==> src/rtl/uart_cmd_bridge.sv <==
// UART byte-stream command responder: 'W'/'R' peek/poke over a req/ack memory bus,
// one response byte per command ('K', read data, '?' or 'T').
module uart_cmd_bridge #(
    parameter int unsigned ADDR_BYTES  = 2,
    parameter int unsigned GAP_TIMEOUT = 1200000,
    parameter int unsigned ACK_TIMEOUT = 255
) (
    input  logic                    clk,
    input  logic                    reset_i,
    input  logic [7:0]              uart_rx_data_i,
    input  logic                    uart_valid_i,
    output logic                    uart_rd_o,
    output logic [7:0]              uart_tx_data_o,
    output logic                    uart_wr_o,
    input  logic                    uart_busy_i,
    output logic                    bus_req_o,
    output logic                    bus_we_o,
    output logic [8*ADDR_BYTES-1:0] bus_addr_o,
    output logic [7:0]              bus_wdata_o,
    input  logic [7:0]              bus_rdata_i,
    input  logic                    bus_ack_i
);

    localparam int unsigned ADDR_W = 8 * ADDR_BYTES;
    localparam int unsigned GAP_W  = $clog2(GAP_TIMEOUT + 1);
    localparam int unsigned ACK_W  = $clog2(ACK_TIMEOUT + 1);
    localparam int unsigned CNT_W  = (ADDR_BYTES > 1) ? $clog2(ADDR_BYTES) : 1;

    localparam logic [7:0] CMD_WRITE = 8'h57;
    localparam logic [7:0] CMD_READ  = 8'h52;
    localparam logic [7:0] RSP_OK    = 8'h4B;
    localparam logic [7:0] RSP_BAD   = 8'h3F;
    localparam logic [7:0] RSP_TOUT  = 8'h54;

    typedef enum logic [2:0] {
        IDLE = 3'd0,
        ADDR = 3'd1,
        DATA = 3'd2,
        BUS  = 3'd3,
        RESP = 3'd4,
        HOLD = 3'd5
    } state_t;

    state_t              state_q;
    logic                we_q;
    logic                req_q;
    logic                wr_q;
    logic [ADDR_W-1:0]   addr_q;
    logic [7:0]          wdata_q;
    logic [7:0]          tx_data_q;
    logic [CNT_W-1:0]    cnt_q;
    logic [GAP_W-1:0]    gap_q;
    logic [ACK_W-1:0]    ack_cnt_q;
    logic                accept_state;

    // Bytes are only pulled from the UART while a command is being assembled.
    assign accept_state = (state_q == IDLE) || (state_q == ADDR) || (state_q == DATA);
    assign uart_rd_o    = !reset_i && uart_valid_i && accept_state;

    assign bus_req_o      = req_q;
    assign bus_we_o       = we_q;
    assign bus_addr_o     = addr_q;
    assign bus_wdata_o    = wdata_q;
    assign uart_wr_o      = wr_q;
    assign uart_tx_data_o = tx_data_q;

    always_ff @(posedge clk) begin
        if (reset_i) begin
            state_q   <= IDLE;
            we_q      <= 1'b0;
            req_q     <= 1'b0;
            wr_q      <= 1'b0;
            addr_q    <= '0;
            wdata_q   <= '0;
            tx_data_q <= '0;
            cnt_q     <= '0;
            gap_q     <= '0;
            ack_cnt_q <= '0;
        end else begin
            case (state_q)
                IDLE: begin
                    if (uart_valid_i) begin
                        cnt_q <= '0;
                        gap_q <= '0;
                        if (uart_rx_data_i == CMD_WRITE || uart_rx_data_i == CMD_READ) begin
                            we_q    <= (uart_rx_data_i == CMD_WRITE);
                            state_q <= ADDR;
                        end else begin
                            tx_data_q <= RSP_BAD;
                            state_q   <= RESP;
                        end
                    end
                end
                ADDR: begin
                    if (uart_valid_i) begin
                        gap_q  <= '0;
                        addr_q <= ADDR_W'({addr_q, uart_rx_data_i});
                        if (cnt_q == CNT_W'(ADDR_BYTES - 1)) begin
                            if (we_q) begin
                                state_q <= DATA;
                            end else begin
                                req_q     <= 1'b1;
                                ack_cnt_q <= '0;
                                state_q   <= BUS;
                            end
                        end else begin
                            cnt_q <= cnt_q + CNT_W'(1);
                        end
                    end else if (gap_q == GAP_W'(GAP_TIMEOUT - 1)) begin
                        state_q <= IDLE;
                    end else begin
                        gap_q <= gap_q + GAP_W'(1);
                    end
                end
                DATA: begin
                    if (uart_valid_i) begin
                        wdata_q   <= uart_rx_data_i;
                        req_q     <= 1'b1;
                        ack_cnt_q <= '0;
                        state_q   <= BUS;
                    end else if (gap_q == GAP_W'(GAP_TIMEOUT - 1)) begin
                        state_q <= IDLE;
                    end else begin
                        gap_q <= gap_q + GAP_W'(1);
                    end
                end
                BUS: begin
                    // Ack wins over a timeout expiring in the same cycle.
                    if (bus_ack_i) begin
                        req_q     <= 1'b0;
                        tx_data_q <= we_q ? RSP_OK : bus_rdata_i;
                        state_q   <= RESP;
                    end else if (ack_cnt_q == ACK_W'(ACK_TIMEOUT - 1)) begin
                        req_q     <= 1'b0;
                        tx_data_q <= RSP_TOUT;
                        state_q   <= RESP;
                    end else begin
                        ack_cnt_q <= ack_cnt_q + ACK_W'(1);
                    end
                end
                RESP: begin
                    if (!uart_busy_i) begin
                        wr_q    <= 1'b1;
                        state_q <= HOLD;
                    end
                end
                HOLD: begin
                    // One dead cycle lets the UART raise busy before the next command.
                    wr_q    <= 1'b0;
                    state_q <= IDLE;
                end
                default: begin
                    state_q <= IDLE;
                end
            endcase
        end
    end

endmodule

==> config.mk <==
export PLATFORM = sky130hd
export DESIGN_NAME = uart_cmd_bridge
export DESIGN_NICKNAME = d
export VERILOG_FILES = /design/src/rtl/uart_cmd_bridge.sv
export SDC_FILE = /design/constraint.sdc
export NUM_CORES = 1
export LEC_CHECK = 0
export CAP_MARGIN = 15
export CORE_AREA = 2 2 77 79
export DETAILED_ROUTE_END_ITERATION = 6
export DIE_AREA = 0 0 79 81
export DONT_BUFFER_PORTS = 1
export PLACE_DENSITY = 0.73
export SYNTH_ARGS = -nofsm -noshare
export SYNTH_HDL_FRONTEND = slang
export SYNTH_SLANG_ARGS = --single-unit
export TNS_END_PERCENT = 30
==> constraint.sdc <==
create_clock -name clk -period 5.7 [get_ports clk]
set_input_delay 1.71 -clock clk [delete_from_list [all_inputs] [get_ports clk]]
set_output_delay 1.71 -clock clk [all_outputs]
set_load 0.05 [all_outputs]
* Word-level counts from Yosys, hierarchy flattened
Index checks and enable logic that the tools add are counted.
Operators by class: $add $sub $neg 3, equality and inequality tests 21, multiplexer cells 42, reductions and logical operators 22
Operator list (number):
- two-way mux 8 bit | 11
- two-way mux 21 bit | 4
- case mux 21 bit (3 select lines) | 1
- two-way mux 3 bit | 9
- case mux 8 bit (3 select lines) | 1
- adder 21 x 1 -> 21 bit (second input constant) | 1
- == test 21 bit (second input constant) | 1
- != test 2 bit (second input constant) | 10
- == test 8 x 7 -> 1 bit (second input constant) | 2
- case mux 8 bit (2 select lines) | 1
- case mux 3 bit (5 select lines) | 1
- two-way mux 1 bit | 11
- AND reduction 3 bit | 3
- adder 8 x 1 -> 8 bit (second input constant) | 1
- == test 8 bit (second input constant) | 1
- AND reduction 4 bit | 2
- AND reduction 7 bit | 1
- == test 3 x 2 -> 1 bit (second input constant) | 2
- == test 3 bit (second input constant) | 2
- != test 3 bit (second input constant) | 2
- AND reduction 2 bit | 3
- AND reduction 6 bit | 1
- nonzero test 2 bit | 3
- nonzero test 3 bit | 2
- 8 further kinds | 12
Word-level totals: register bits 68, input bits 21, output and inout bits 36, word-level logic and storage cells 98

* Longest topological paths before layout
depth in word-level cells 5, gate-level depth with buffers 8, gate-level depth less buffers 6

* Worst setup path after synthesis
No wires, ideal clock.
path kind input to output, from input port reset_i, to output port uart_rd_o, arrival 3.265 ns, required time 3.990 ns, slack 0.725 ns, cell stages on the path 3, buffers on the path 2, path through clkbuf_1 > clkbuf_1 > nor3b_1
Between the ends: cells in the longest elaborated chain, start to end 3
Ends and longest elaborated chain:
- from (decl) | RTL line 9 | input logic reset_i,
- logical NOT 1 bit | RTL line 58 | assign uart_rd_o = !reset_i && uart_valid_i && accept_state;
- logical AND 1 bit (2 in a row) | RTL line 58
- to (decl) | RTL line 12 | output logic uart_rd_o,
No other way between the ends.

* Final worst setup path
from input port uart_valid_i, to output port uart_rd_o
Between the ends: cells in the longest elaborated chain, start to end 2
Ends and longest elaborated chain:
- from (decl) | RTL line 11 | input logic uart_valid_i,
- logical AND 1 bit (2 in a row) | RTL line 58
No other way between the ends.

==> flow_summary.yaml <==
outcome:
  run_status: "finished, final reports clean"
clock_network:
  cts_inserted_buffers: 9
  clock_slew_seen_by_the_registers_of_the_worst_setup_and_hold_paths_ns: 0.08
  clk_path_buf_depth: 2
  worst_skew_pair.late_latency_ns: 0.35
  total_number_of_h_tree_levels: 3
  tritoncts: "built"
  clock_sink_count: 68
  hold_buffers: 0
  cts.root.buffer_cell: "clkbuf_8"
  cts_resized: 0
  postCtsSetupRepairBufs: 0
die:
  fp.coreArea_sq_um: 5680
  start_util: 0.564
  floorplan.io_pins: 57
  floorplan.die.width_microns: 79
  fp.dieArea_sq_um: 6400
  row_count: 28
  dieHeight_microns: 81
synth:
  yosysSeqAreaShare: 0.425
  synth-warning-count: 0
  synth_xor_xnor_area_share: 0.0493
  yosys-mux-area-fraction: 0.00626
  synth_unique_cells: 57
  synth_top_area_frac: 0.425
  ys_seq_elements: 68
  yosys-top-cells-area: "dfxtp_1 (43%), nand2_1 (7.5%), a21oi_1 (6.6%)"
  post_synth.cell_area_avg_sq_um: 8.20
  ys.flop_type: "dfxtp_1"
  synth-simple-area-share: 0.275
  synthesis.area_sq_um: 3200
  synth_edf_count: 0
  netlist_instances: 390
  synth_adder_area_share: 0.0117
  synth_top_cell_by_area: "dfxtp_1"
  synth_top_family_by_area: "simple AND/OR/NAND/NOR gates"
  ys_async_sr_fraction: 0
  synth-compound-area-share: 0.198
  syn_nets: 414
global_routing:
  use_met3: 0.0756
  globalRoute.busiestLayer: "met2"
  met2_usage: 0.367
  grt_overflow: 0
  grt_antenna_before_repair: 0
  grt.met1_usage: 0.255
  grt_first_pass_wirelength_microns: 11100
  total_track_usage: 0.219
  grt_start_max_net_pins: 49
  grt_pass1_vias: 2520
finish:
  finish.net_count: 405
  layout_common_cells: "dfxtp_1 (68), nand2_1 (64), a21oi_1 (42)"
  layout.filler_cells: 536
  layout-drive-gt1-share: 0.0777
  areaGrowthSynthToFinish_pct: 6.41
  layout_commonest_cell: "dfxtp_1"
  layout.cell_area.non_filler_sq_um: 3400
  fin_cells: 461
  diodes: 0
route:
  drcViolationCount: 0
  routed_via_density: 5.87
  drt.antenna.violating_nets: 0
  drt-wirelength-per-cell_microns: 14.6
  detailedRoute.firstIterationViolations: 146
  finalWirelength_microns: 6740
  detailroute.via_count: 2708
  drt_pre_antenna_iters: 4
critical_path:
  worstPathCellList: "nand2b_1, nor3b_2"
  critPathKind: "input port to primary output"
  cpPeakStageDelay_ns: 0.75
  arrival_ns: 2.63
  startpoint_type: "input port"
  crit_family: "simple AND/OR/NAND/NOR gates"
  critical_path.max_fanout: 14
  crit-reg2reg-launch: "bus_we_o"
  worst-r2r-cell-count: 5
  regToRegSetupSlack_ns: 3.55
  worstPathRequired_ns: 3.99
  cp_num_buf_inv: 0
  crit_path_top_delay_cell: "nor3b_2"
  critical_r2r_capture: "ack_cnt_q[7]"
  crit_path_end_kind: "primary output"
timing:
  maxSlewViolCount: 0
  finalSetupTns_ns: 0
  rsz0062_at_grt: "false"
  period_minus_slack_ns: 4.34
  setup_viol: 0
  fmaxAchievable_ghz: 0.231
  worst_slew_pin_slew_ns: 0.961
  finalHoldViolCount: 0
  timing.final.crit_share: 0.761
  timing.final.ws_setup_ns: 1.36
  max_clock_skew_ns: 0.00743
  maxSlewHeadroom: 0.357
placement:
  port-buffer-count: 0
  placedCellCount: 445
  place_ws_ns: 1.36
  finalWeightedCongestion: 0.892
  post_dp_hpwl_microns: 4720
  dpl_cell_area_sq_um: 3210
min_path:
  hold-path-cell-count: 2
  min_to: "ack_cnt_q[7]"
  hold_start: "ack_cnt_q[7]"
  hold_class: "flop to flop"
power_and_ir_drop:
  power_density_nw_per_um2: 319
  power.leakage_nw: 1.15
  vdd.ir_drop.worst_v: 0.000212
flow_run:
  max_cap_violations: 0
==> synthesized netlist by cell type (3+ instances only) <==
cell	number
o21ai_0	12
xor2_1	17
and3_1	7
and2_1	4
nand2b_1	8
dfxtp_1	68
nor3_1	4
nand4_1	8
clkbuf_1	13
a31oi_1	3
or4_1	4
o211ai_1	8
o21a_1	9
a21oi_1	42
or2_2	3
nor2_1	38
nand2_1	64
ha_1	3
nor3b_1	3
inv_1	5
nand3_1	18
and4_1	3
==> worst max-delay path by stage <==
stage	from	to	slack, ns	cells after the start
floorplan	reset_i	uart_rd_o	0.73	3
global placement	uart_valid_i	uart_rd_o	1.39	2
detailed placement	uart_valid_i	uart_rd_o	1.36	2
CTS	uart_valid_i	uart_rd_o	1.36	2
global route	uart_valid_i	uart_rd_o	1.33	2
finish	uart_valid_i	uart_rd_o	1.36	2
==> through the flow <==
step                      total power [mW]  hold slack (ns)   util
final                                 1.09            0.513  0.600
after global routing                  1.13            0.535  0.600
after CTS                             1.09            0.515  0.600
after detailed placement             0.700            0.501  0.565
after global placement               0.698            0.473  0.565
after floorplan                      0.686            0.462      -
==> metal layers <==
metal / vias to the layer above / part of all wire
met5: - / 0
met4: 0 / 0.015
met3: 11 / 0.069
met2: 76 / 0.47
met1: 1260 / 0.45
li1: 1361 / -
==> state kept, by name, summed over array words and instances (netlist names), 3 cells and up <==
name and flops:
bus_addr_o 16, state_q 3, gap_q 21, bus_wdata_o 8
uart_tx_data_o 8, ack_cnt_q 8
==> logic make-up after synthesis <==
| group | after synthesis |
|---|---|
| flip-flops | 68 |
| multiplexers | 2 |
| adder cells (fa/ha/maj) | 3 |
| AND/OR/NAND/NOR | 178 |
| buffers and inverters | 25 |
| AO/OA/AOI/OAI | 96 |
| XOR/XNOR | 18 |
==> worst min-delay path: cells and delay by family, from the launching register on <==
kind	cells	cell delay [ns]
AOI/OAI and AO/OA	2	0.13
DFF	1	0.34
==> power breakdown <==
part / internal (mW) / leakage [nW] / switching, mW
Combinational: 0.0431 / 0.499 / 0.0683
Sequential: 0.496 / 0.550 / 0.0814
Clock: 0.204 / 0.104 / 0.194
==> area by class of cell <==
cell class	instances	area [sq um]	area share
Multi-Input combinational cell	297	1730	0.509
Clock inverter	7	75.1	0.0221
Tap cell	75	93.8	0.0276
Inverter	5	18.8	0.00551
Clock buffer	9	124	0.0364
Sequential cell	68	1360	0.400
(Power assumes the default switching activity.)
